==> src/rtl/mem_pkg.sv <==
`default_nettype none
// ============================================================================
//  Module      : mem_pkg
//  Description : Shared sizes and burst-reader state type for mem_sync users.
//  Revision    : 1.0 - initial release
// ============================================================================
package mem_pkg;

    localparam int ADDR_W    = 8;
    localparam int DATA_W    = 16;
    localparam int MEM_DEPTH = 256;

    typedef enum logic [1:0] {
        ST_IDLE  = 2'd0,
        ST_RUN   = 2'd1,
        ST_DRAIN = 2'd2
    } state_t;

endpackage
`default_nettype wire

==> src/rtl/mem_burst_rd_skid.sv <==
`default_nettype none
// ============================================================================
//  Module      : mem_burst_rd_skid
//  Description : Two-entry output buffer carrying read data plus a last flag.
//  Revision    : 1.0 - initial release
// ============================================================================
module mem_burst_rd_skid #(
    parameter int DATA_W = 16
) (
    input  logic              clk,
    input  logic              rst_n,
    input  logic              i_push,
    input  logic [DATA_W-1:0] i_push_data,
    input  logic              i_push_last,
    input  logic              i_pop,
    output logic [1:0]        o_count,
    output logic              o_valid,
    output logic [DATA_W-1:0] o_head_data,
    output logic              o_head_last
);

    logic [DATA_W-1:0] r_data [2];
    logic [1:0]        r_last;
    logic              r_wp;
    logic              r_rp;
    logic [1:0]        r_count;
    logic              w_pop;

    assign w_pop = i_pop && (r_count != 2'd0);

    always_ff @(posedge clk or negedge rst_n) begin
        if (!rst_n) begin
            r_data[0] <= '0;
            r_data[1] <= '0;
            r_last    <= 2'b00;
            r_wp      <= 1'b0;
            r_rp      <= 1'b0;
            r_count   <= 2'd0;
        end else begin
            if (i_push) begin
                r_data[r_wp] <= i_push_data;
                r_last[r_wp] <= i_push_last;
                r_wp         <= ~r_wp;
            end
            if (w_pop) begin
                r_rp <= ~r_rp;
            end
            case ({i_push, w_pop})
                2'b10:   r_count <= r_count + 2'd1;
                2'b01:   r_count <= r_count - 2'd1;
                default: r_count <= r_count;
            endcase
        end
    end

    // Head only moves on a pop, so data holds steady while stalled.
    assign o_count     = r_count;
    assign o_valid     = (r_count != 2'd0);
    assign o_head_data = r_data[r_rp];
    assign o_head_last = r_last[r_rp];

endmodule
`default_nettype wire

==> src/rtl/mem_burst_rd.sv <==
`default_nettype none
// ============================================================================
//  Module      : mem_burst_rd
//  Description : Burst reader streaming words from a synchronous memory.
//                Define MEM_BURST_RD_WRAP_EN to let bursts wrap past the top
//                address; otherwise such requests are rejected with err.
//  Revision    : 1.0 - initial release
// ============================================================================
module mem_burst_rd #(
    parameter int ADDR_W = mem_pkg::ADDR_W,
    parameter int DATA_W = mem_pkg::DATA_W
) (
    input  logic              clk,
    input  logic              rst_n,
    input  logic              start,
    input  logic [ADDR_W-1:0] start_addr,
    input  logic [ADDR_W:0]   len,
    output logic              busy,
    output logic              done,
    output logic              err,
    output logic [ADDR_W-1:0] mem_addr,
    output logic              mem_wen,
    output logic [DATA_W-1:0] mem_wd,
    input  logic [DATA_W-1:0] mem_rd,
    output logic [DATA_W-1:0] out_data,
    output logic              out_valid,
    input  logic              out_ready,
    output logic              out_last
);

    import mem_pkg::*;

    localparam logic [ADDR_W:0]   c_len_one  = {{ADDR_W{1'b0}}, 1'b1};
    localparam logic [ADDR_W-1:0] c_addr_one = {{(ADDR_W-1){1'b0}}, 1'b1};

    state_t            r_state;
    state_t            w_next;
    logic [ADDR_W-1:0] r_addr;
    logic [ADDR_W-1:0] r_hold;
    logic [ADDR_W:0]   r_rem;
    logic              r_inflight;
    logic              r_inflight_last;
    logic              r_done;

    logic              w_req;
    logic              w_req_zero;
    logic              w_over;
    logic              w_accept;
    logic              w_issue;
    logic              w_pop;
    logic              w_final_pop;
    logic [2:0]        w_load;
    logic [1:0]        w_count;
    logic              w_valid;
    logic              w_head_last;
    logic [DATA_W-1:0] w_head_data;

    assign w_req      = (r_state == ST_IDLE) && start;
    assign w_req_zero = w_req && (len == '0);

`ifdef MEM_BURST_RD_WRAP_EN
    assign w_over = 1'b0;
    assign err    = 1'b0;
`else
    localparam logic [ADDR_W+1:0] c_span = {2'b01, {ADDR_W{1'b0}}};

    logic [ADDR_W+1:0] w_end;
    logic              r_err;

    assign w_end  = {2'b00, start_addr} + {1'b0, len};
    assign w_over = (w_end > c_span);

    always_ff @(posedge clk or negedge rst_n) begin
        if (!rst_n) begin
            r_err <= 1'b0;
        end else begin
            r_err <= w_req && !w_req_zero && w_over;
        end
    end

    assign err = r_err;
`endif

    assign w_accept    = w_req && !w_req_zero && !w_over;
    assign w_pop       = w_valid && out_ready;
    assign w_final_pop = w_pop && w_head_last;

    // Words held or still coming back from memory; a pop this cycle frees a slot.
    assign w_load = {1'b0, w_count} + {2'b00, r_inflight};

    always_ff @(posedge clk or negedge rst_n) begin
        if (!rst_n) begin
            r_state <= ST_IDLE;
        end else begin
            r_state <= w_next;
        end
    end

    always_comb begin
        w_next = r_state;
        case (r_state)
            ST_IDLE: begin
                if (w_accept) begin
                    w_next = ST_RUN;
                end
            end
            ST_RUN: begin
                if (w_issue && (r_rem == c_len_one)) begin
                    w_next = ST_DRAIN;
                end
            end
            ST_DRAIN: begin
                if (w_final_pop) begin
                    w_next = ST_IDLE;
                end
            end
            default: w_next = ST_IDLE;
        endcase
    end

    always_comb begin
        busy    = (r_state != ST_IDLE);
        w_issue = 1'b0;
        if (r_state == ST_RUN) begin
            w_issue = (w_load < (3'd2 + {2'b00, w_pop}));
        end
        mem_addr = w_issue ? r_addr : r_hold;
    end

    always_ff @(posedge clk or negedge rst_n) begin
        if (!rst_n) begin
            r_addr          <= '0;
            r_hold          <= '0;
            r_rem           <= '0;
            r_inflight      <= 1'b0;
            r_inflight_last <= 1'b0;
            r_done          <= 1'b0;
        end else begin
            r_done          <= w_req_zero || ((r_state == ST_DRAIN) && w_final_pop);
            r_inflight      <= w_issue;
            r_inflight_last <= w_issue && (r_rem == c_len_one);
            if (w_accept) begin
                r_addr <= start_addr;
                r_rem  <= len;
            end else if (w_issue) begin
                r_addr <= r_addr + c_addr_one;
                r_rem  <= r_rem - c_len_one;
                r_hold <= r_addr;
            end
        end
    end

    mem_burst_rd_skid #(
        .DATA_W (DATA_W)
    ) u_skid (
        .clk         (clk),
        .rst_n       (rst_n),
        .i_push      (r_inflight),
        .i_push_data (mem_rd),
        .i_push_last (r_inflight_last),
        .i_pop       (w_pop),
        .o_count     (w_count),
        .o_valid     (w_valid),
        .o_head_data (w_head_data),
        .o_head_last (w_head_last)
    );

    assign done      = r_done;
    assign mem_wen   = 1'b0;
    assign mem_wd    = '0;
    assign out_valid = w_valid;
    assign out_data  = w_head_data;
    assign out_last  = w_valid && w_head_last;

endmodule
`default_nettype wire

==> config.mk <==
export PLATFORM = sky130hd
export DESIGN_NAME = mem_burst_rd
export DESIGN_NICKNAME = d
export VERILOG_FILES = /design/src/rtl/mem_pkg.sv /design/src/rtl/mem_burst_rd_skid.sv /design/src/rtl/mem_burst_rd.sv
export SDC_FILE = /design/constraint.sdc
export NUM_CORES = 1
export LEC_CHECK = 0
export CORE_MARGIN = 1
export CORE_UTILIZATION = 40
export CTS_BUF_LIST = sky130_fd_sc_hd__clkbuf_2 sky130_fd_sc_hd__clkbuf_4 sky130_fd_sc_hd__clkbuf_8
export CTS_CLUSTER_SIZE = 8
export DETAILED_ROUTE_END_ITERATION = 10
export GPL_TIMING_DRIVEN = 1
export PLACE_DENSITY = 0.66
export SYNTH_ARGS = -nofsm -noshare
export SYNTH_HDL_FRONTEND = slang
export SYNTH_SLANG_ARGS = --single-unit
==> constraint.sdc <==
create_clock -name clk -period 2.6 [get_ports clk]
set_clock_uncertainty 0.1 [all_clocks]
set_input_delay 0.52 -clock clk [delete_from_list [all_inputs] [get_ports clk]]
set_output_delay 0.52 -clock clk [all_outputs]
set_load 0.02 [all_outputs]
After elaboration in Yosys (flattened, before gate mapping)

Cells that the tools add are included.

Bitwise gates (word level): 4
$add $sub $neg: 7
Divide/modulo/power cells: 0
Multipliers: 0
Equality and inequality tests: 8
Reductions and logical operators: 23
Multiplexer cells: 22
Magnitude comparators: 8
Shifts and indexed selects: 0

Operators by type and width:

| operator                                                                         | number |
|---|---|
| 16-bit 2-to-1 mux                                                                | 4 |
| 32-bit bitwise mux                                                               | 1 |
| 8-bit 2-to-1 mux                                                                 | 3 |
| 9-bit 2-to-1 mux                                                                 | 2 |
| 16-bit demux with 1-bit select                                                   | 1 |
| 1-bit logical AND                                                                | 13 |
| 8-bit by 9-bit adder with 10-bit output                                          | 1 |
| 10-bit by 9-bit greater-than comparator with 1-bit output, second input constant | 1 |
| 9-bit by 1-bit == test with 1-bit output, second input constant                  | 1 |
| 9-bit logical NOT                                                                | 1 |
| 9-bit by 1-bit subtractor with 9-bit output, second input constant               | 1 |
| 8-bit by 1-bit adder with 8-bit output, second input constant                    | 1 |
| 2-bit nonzero test                                                               | 4 |
| 2-bit 2-to-1 mux                                                                 | 3 |
| 2-bit inequality test, second input constant                                     | 3 |
| 2-bit one-hot mux with 3 select lines                                            | 1 |
| 2-bit by 1-bit == test with 1-bit output, second input constant                  | 2 |
| 2-bit == test, second input constant                                             | 2 |
| 2-bit greater-or-equal comparator, second input constant                         | 2 |
| 1-bit by 2-bit < comparator with 1-bit output, second input constant             | 2 |
| 1-bit 2-to-1 mux                                                                 | 4 |
| 1-bit NOT with 2-bit output                                                      | 2 |
| 2-bit one-hot mux with 2 select lines                                            | 1 |
| 2-bit by 1-bit adder with 3-bit output                                           | 1 |
| 13 further kinds                                                                 | 15 |

Output and inout port bits: 46
Logic and storage cells: 86
Register bits: 69
Bits in latches: 0
Memories kept: 0
Memory bits (writable): 0
Input port bits: 37
Memory bits (read-only): 0

Longest topological paths before layout

Gate-level depths: netlist of run 1.

Depth after elaboration: 8
Mapped depth: 12
Depth with buffers taken out: 10

By module

A second synthesis of run 1 with hierarchy kept.

Cell total of the unflattened synthesis: 340
Area total of the unflattened synthesis: 3832.4 um^2

By module, submodules not included:

| module            | area an instance (um^2) | cells each | sequential area each (um^2) | times used |
|---|---|---|---|---|
| mem_burst_rd      | 2180.8                  | 235        | 775.7                       | 1 |
| mem_burst_rd_skid | 1651.6                  | 105        | 950.9                       | 1 |

Least setup slack after synthesis of run 1

No wires, ideal clock.

Kind: in2reg
From: input start_addr[1]
To: register r_rem[0]
Data arrival time: 2.740 ns
Path buffers: 2
Cell stages on the path: 10
Library setup time: 0.125 ns
Data required time: 2.375 ns
Path slack: -0.365 ns
Cells stage by stage: ha_1 a21o_1 and4_4 or4b_1 and3_1 o32ai_2 nand2b_1 buf_6 buf_12 mux2_4

Longest elaborated chain between the ends: 5
Elaborated cells between the ends (all ways): 6
Those cells by class: add/sub (1); order compare (1); mux (1); reduce/logical (3)

Ends and longest elaborated chain:

| element                                                       | RTL line            | RTL |
|---|---|---|
| start, declared                                               | mem_burst_rd.sv:16  | `input logic [ADDR_W-1:0] start_addr,` |
| 8-bit by 9-bit adder with 10-bit output (*)                   | mem_burst_rd.sv:70  | `assign w_end = {2'b00, start_addr} + {1'b0, len};` |
| 10-bit by 9-bit greater-than comparator with 1-bit output (*) | mem_burst_rd.sv:71  | `assign w_over = (w_end > c_span);` |
| 1-bit logical NOT (*)                                         | mem_burst_rd.sv:84  | `assign w_accept = w_req && !w_req_zero && !w_over;` |
| 1-bit logical AND (*)                                         | mem_burst_rd.sv:84  |  |
| 9-bit 2-to-1 mux or 2-bit nonzero test (tied branches)        | -                   |  |
| end signal, assigned                                          | mem_burst_rd.sv:144 | `r_rem <= len;` |
| end signal, assigned                                          | mem_burst_rd.sv:147 | `r_rem <= r_rem - c_len_one;` |
| end, declared                                                 | mem_burst_rd.sv:40  | `logic [ADDR_W:0] r_rem;` |

Every way passes the cells marked *; elsewhere a longest branch is shown, timed or not.
A chain may end at the register's enable or synchronous reset.

Final worst setup path of run 1

From: input len[1]
To: register r_rem[2]

Longest elaborated chain between the ends: 6
Elaborated cells between the ends (all ways): 10
Those cells by class: add/sub (1); order compare (1); mux (1); reduce/logical (7)

Ends and longest elaborated chain:

| element                                                                                         | RTL line           | RTL |
|---|---|---|
| start, declared                                                                                 | mem_burst_rd.sv:17 | `input logic [ADDR_W:0] len,` |
| parallel branches: the longest is 4 deep, another holds 8-bit by 9-bit adder with 10-bit output | -                  |  |
| 1-bit logical AND (*)                                                                           | mem_burst_rd.sv:84 |  |
| 9-bit 2-to-1 mux or 2-bit nonzero test (tied branches)                                          | -                  |  |

Every way passes the cells marked *.

==> reports/metrics.yaml, run 1 <==
worstPathArrival_ps: 2810
drv_slew: 0
fmax_mhz: 371
chipWidth_um: 99.4
critPathMaxFanout: 5
cts_buffers: 9
slew_headroom_pct: 60.4
wl_um: 8250
seq_area_um2: 1730
drcViolationCount: 0
layout_commonest_cell: "dfrtp_1"
critPathKind: "input port to flip-flop"
globalplace.congestion: 0.832
dpl_worst_slack_ps: -971
antenna_found_initial: 0
start_kind: "input port"
ant_nets: 0
synth_edf_count: 0
outcome: "finished with violations"
via_per_inst: 4.94
setup_slack_ps: -94.8
ys_seq_area_share_pct: 45.5
clk_latency_ps: 330
pin_count: 83
grt_pass1_vias: 3036
grt.overflow.total: 0
setup_violations: 15
cts-htree-levels: 3
portBuffers: 65
ys_ff_latch: 69
whs_ps: 82.0
drtPass1Iterations: 4
synthArstFlopShare_pct: 100
hold_violations: 0
finalCritPeriodShare_pct: 104
core_um2: 9200
finalCriticalPeriod_ps: 2690
r2r-start: "u_skid.o_count[0]"
num_vias: 2898
pwr_density_cell_nw_per_um2: 1230
reg2reg_setup_slack_ps: 220
final_cell_mix: "dfrtp_1, buf_4, mux2_2"
violations: "negative setup slack"
synth_area_um2: 3790
tightestPinTransition_ps: 595
ff2ff_path_depth: 10
die-area_um2: 9880
start_util_pct: 41.3
rsz0062_at_grt: "true"
antenna_cells: 0
die_h_um: 99.4
cp.required_ps: 2710
num_rows: 35
grt_pass1_wl_um: 13900
cts_tree: "yes"
min_path_type: "input port to async pin"
clkSlewWorstSetupHoldPaths_ps: 80
peakVddDrop_mv: 0.451
clockBufferDepth: 2
cts.sinks: 69
worstSetupEndpointType: "flip-flop"
r2r-end: "r_addr[6]"
p_total_mw: 6.71
syn_avg_cell_area_um2: 11.3
drt_iter0_drc: 101
wl_per_cell_um: 14.0
leakage_nw: 2.53
num-nets-final: 523
max-cap-violations: 0
syn_to_final_growth_pct: 43.9
netlist_instances: 337
synth.distinct_cells: 49
multi_input_area_um2: 2100
grt_max_degree: 46
dp_hpwl_um: 5900
gr-usage-all-layers_pct: 17.9
cts_root_buf: "clkbuf_8"
ys_warn_count: 0
synth_ff_type: "dfrtp_1"
layout-drive-gt1-share_pct: 41.6
fill_cells: 776
holdBufCountCts: 0
-- through the flow --
step	cell area, µm²	cells	TNS [ps]	util, %
finish	5460	587	-1010	59.4
detailed placement	4920	560	-20650	53.6
global placement	4920	560	-19670	53.6
CTS	5400	585	-913	58.7
global route	5460	587	-1650	59.4
floorplan	3870	353	-3390	-
-- worst max-delay path: stages --
cell	delay, ps
buf_4	130
ha_4	220
a21o_1	180
and4_4	170
or4b_1	520
and3_4	170
o32ai_4	300
nand2b_4	150
buf_12	160
mux2_4	290
-- power breakdown --
group / switching (mW) / internal (mW)
Clock: 0.408 / 0.648
Combinational: 1.76 / 1.98
Sequential: 0.318 / 1.60
Total: 2.48 / 4.23
-- cells in the mapped netlist (2+ instances only) --
master	count	area, µm²
nor3_1	6	30.0
a21o_1	2	15.0
nand2_1	43	161
mux2_4	5	75.1
ha_1	14	175
dfrtp_1	69	1730
nand2b_1	4	25.0
o21a_1	2	15.0
nand3_1	4	20.0
nor3b_1	3	22.5
o2111ai_1	2	17.5
a21oi_1	3	15.0
nand4_1	4	25.0
xnor2_1	13	114
clkbuf_1	7	26.3
mux2i_1	7	70.1
buf_4	17	128
nor2_1	17	63.8
mux2_2	59	664
o21ai_0	4	20.0
and3_1	2	12.5
a31oi_1	2	12.5
xor2_1	7	61.3
nor2b_1	3	18.8
inv_1	14	52.6
-- sequential cells by signal, indices dropped and copies added, names as in the netlist --
signal,count
r_state,2
u_skid.r_wp,1
r_hold,8
done,1
u_skid.r_rp,1
r_inflight_last,1
r_inflight,1
r_rem,9
r_addr,8
u_skid.r_data,32
u_skid.o_count,2
err,1
u_skid.r_last,2
-- cell families (layout without fill, tap and decap cells) --
| family | count (synthesis) | in the layout | synth area share (%) |
|---|---|---|---|
| other cells | 1 | 17 | 0.0988 |
| buf+inv | 40 | 163 | 6.26 |
| fa+ha+maj | 15 | 15 | 5.14 |
| flops | 69 | 69 | 45.5 |
| xor+xnor | 20 | 20 | 4.62 |
| mux | 71 | 71 | 21.3 |
| simple gates | 96 | 96 | 12.1 |
| compound gates | 25 | 25 | 4.95 |
-- worst max-delay path by stage --
stage                     cells after the start  slack (ps)     startpoint  endpoint
after floorplan                              12        -320  start_addr[0]  r_rem[0]
after global placement                       12        -930  start_addr[0]  r_rem[0]
after detailed placement                     12        -970  start_addr[0]  r_rem[2]
after CTS                                    12         -80         len[0]  r_rem[0]
after global routing                         12        -130         len[0]  r_rem[8]
final                                        10         -90         len[1]  r_rem[2]
-- metal layers --
metal / up-vias / GRT usage, % / wire [µm]
met3: 6 / 3.87 / 317
met4: 0 / 4.75 / 66
met1: 1426 / 22.2 / 3780
met2: 59 / 31.7 / 4080
met5: - / 0 / 0
li1: 1407 / - / -
-- timing repair --
action / 4_1_cts / 5_1_grt
pin swaps: 16 / 5
gates resized for setup: 109 / 11
setup endpoints to repair: 27 / 40
gates cloned: 2 / 0
buffers inserted: 7 / 2
endpoints found under the hold margin: 0 / 0
-- cell type report --
type / count / share of cell area (%)
Timing Repair Buffer: 133 / 21.9
Tap cell: 111 / 2.54
Inverter: 14 / 1.01
Multi-Input combinational cell: 244 / 38.5
Sequential cell: 69 / 31.6
Clock buffer: 10 / 2.41
Clock inverter: 6 / 2.04
No activity file was read; power rests on OpenSTA's default activity.
==> inputs of run 2 (changes only) <==
SKIP_LAST_GASP = 1   (was unset)
==> run 2 against run 1 <==
The flow still finishes with violations (negative setup slack). Sequential cell count unchanged. Final cell count did not move. Sequential power hardly changed. Maximum frequency is essentially flat. Global-route usage barely moved. Sequential share of layout area about the same. Highest routed layer unchanged.
==> reports/metrics.yaml, run 2 (synthesis gave the netlist of run 1 again) <==
outcome: "finished with violations"  # unchanged
violations: "negative setup slack"  # unchanged
ant_nets: 0  # unchanged
pin_count: 83  # unchanged
r2r-end: "r_addr[6]"  # unchanged
hold_violations: 0  # unchanged
drtPass1Iterations: 4  # unchanged
cp.required_ps: 2710  # about the same
layout_commonest_cell: "dfrtp_1"  # unchanged
worstSetupEndpointType: "flip-flop"  # unchanged
critPathKind: "input port to flip-flop"  # unchanged
antenna_cells: 0  # unchanged
portBuffers: 65  # unchanged
layout-drive-gt1-share_pct: 41.6  # unchanged
drcViolationCount: 0  # unchanged
top_register: "u_skid.r_data"  # unchanged
clockBufferDepth: 2  # unchanged
r2r-start: "u_skid.o_count[0]"  # unchanged
final_cell_area_um2: 5450  # was 5460 µm²
largest_register_ff_count: 32  # unchanged
chipWidth_um: 99.4  # unchanged
reg.largest.list: "u_skid.r_data: 32 flops, r_rem: 9 flops"  # unchanged
start_util_pct: 41.3  # unchanged
clkSlewWorstSetupHoldPaths_ps: 80  # about the same
drt_iter0_drc: 100  # was 101
switching_share_pct: 37.0  # about the same
placedInstanceArea_um2: 4920  # unchanged
core_um2: 9200  # unchanged
drv_slew: 0  # unchanged
via_per_inst: 4.94  # unchanged
globalplace.congestion: 0.832  # unchanged
worstPathArrival_ps: 2810  # about the same
pwr_density_cell_nw_per_um2: 1230  # about the same
syn_to_final_growth_pct: 43.7  # was 43.9%
grt_pass1_wl_um: 13900  # about the same
start_kind: "input port"  # unchanged
cts_root_buf: "clkbuf_8"  # unchanged
grt.overflow.total: 0  # unchanged
slew_headroom_pct: 60.4  # about the same
rsz0062_at_grt: "true"  # unchanged
dp_hpwl_um: 5900  # unchanged
power.share.clock_pct: 15.7  # about the same
antenna_found_initial: 0  # unchanged
num_vias: 2898  # unchanged
p_switching_mw: 2.48  # about the same
finalCritPeriodShare_pct: 104  # about the same
cts_tree: "yes"  # unchanged
finalCriticalPeriod_ps: 2690  # about the same
peakVddDrop_mv: 0.451  # about the same
gr-usage-all-layers_pct: 17.9  # about the same
cts.sinks: 69  # unchanged
cts-htree-levels: 3  # unchanged
reg2reg_setup_slack_ps: 220  # about the same
die_h_um: 99.4  # unchanged
setup_violations: 15  # unchanged
num-nets-final: 523  # unchanged
ff2ff_path_depth: 10  # unchanged
power.internal_mw: 4.22  # was 4.23 mW
clk_latency_ps: 330  # about the same
setup_slack_ps: -94.8  # about the same
max-cap-violations: 0  # unchanged
cts_buffers: 9  # unchanged
die-area_um2: 9880  # unchanged
dpl_worst_slack_ps: -971  # unchanged
fmax_mhz: 371  # about the same
critPathMaxFanout: 5  # unchanged
startpoint: "len[1]"  # unchanged
tightestPinTransition_ps: 595  # about the same
leakage_nw: 2.53  # about the same
pwr-share-comb_pct: 55.6  # about the same
grt_max_degree: 46  # unchanged
final_cell_mix: "dfrtp_1, buf_4, mux2_2"  # unchanged
grt_pass1_vias: 3036  # unchanged
wl_um: 8250  # about the same
p_seq_share_pct: 28.6  # about the same
wl_per_cell_um: 14.0  # about the same
utilization_pct: 59.3  # was 59.4%
num_rows: 35  # unchanged
min_path_type: "input port to async pin"  # unchanged
-- run 2: cell count changes in the layout (fill, tap and decap cells not counted) --
cell / before / now
buf_4: 61 / 63
buf_6: 4 / 2
-- run 2: repair_timing --
action / CTS / global route
hold buffers: 0 / 0
pin swaps: 16 / 5
setup buffers: 7 / 2
resized for setup: 107 / 11
endpoints found under the setup margin: 27 / 40
gates cloned: 2 / 0
-- run 2: worst max-delay path, stage by stage --
cell      delay, ps
buf_4           130
ha_4            220
a21o_1          180
and4_4          170
or4b_1          520
and3_4          170
o32ai_4         300
nand2b_4        150
buf_12          160
mux2_4          290
-- run 2: worst max path at each step --
stage	endpoint	depth (start not counted)	slack, ps
floorplan	r_rem[0]	12	-320
global placement	r_rem[0]	12	-930
detailed placement	r_rem[2]	12	-970
CTS	r_rem[0]	12	-80
global route	r_rem[4]	12	-130
finish	r_rem[2]	10	-90
-- run 2: area by class of cell --
cell class	count	area [µm²]
clock inverter	6	111
inverter	14	55.1
timing repair buffer	133	1190
multi-input combinational	244	2100
sequential	69	1730
fill	778	3740
tap	111	139
clock buffer	10	131
-- run 2: stage by stage --
step                cells  setup TNS, ps  hold WS, ps  total power, mW
finish                587          -1040         81.9             6.71
global route          587          -1680          106             7.19
CTS                   585           -939         80.8             6.70
detailed placement    560         -20650          381             5.64
global placement      560         -19670          377             5.53
floorplan             353          -3390          124             4.18
-- run 2: layer usage --
layer / track usage, % / routed length [µm]
met2: 31.7 / 4080
met5: 0 / 0
met4: 4.75 / 66
met1: 22.2 / 3780
met3: 3.87 / 317
-- run 2: power by group through the flow --
stage	Combinational (mW)	Clock [mW]	Sequential (mW)
final	3.73	1.06	1.92
after global placement	3.63	0	1.91
after detailed placement	3.70	0	1.93
after global routing	4.07	1.13	1.99
after floorplan	2.33	0	1.86
after CTS	3.71	1.08	1.92
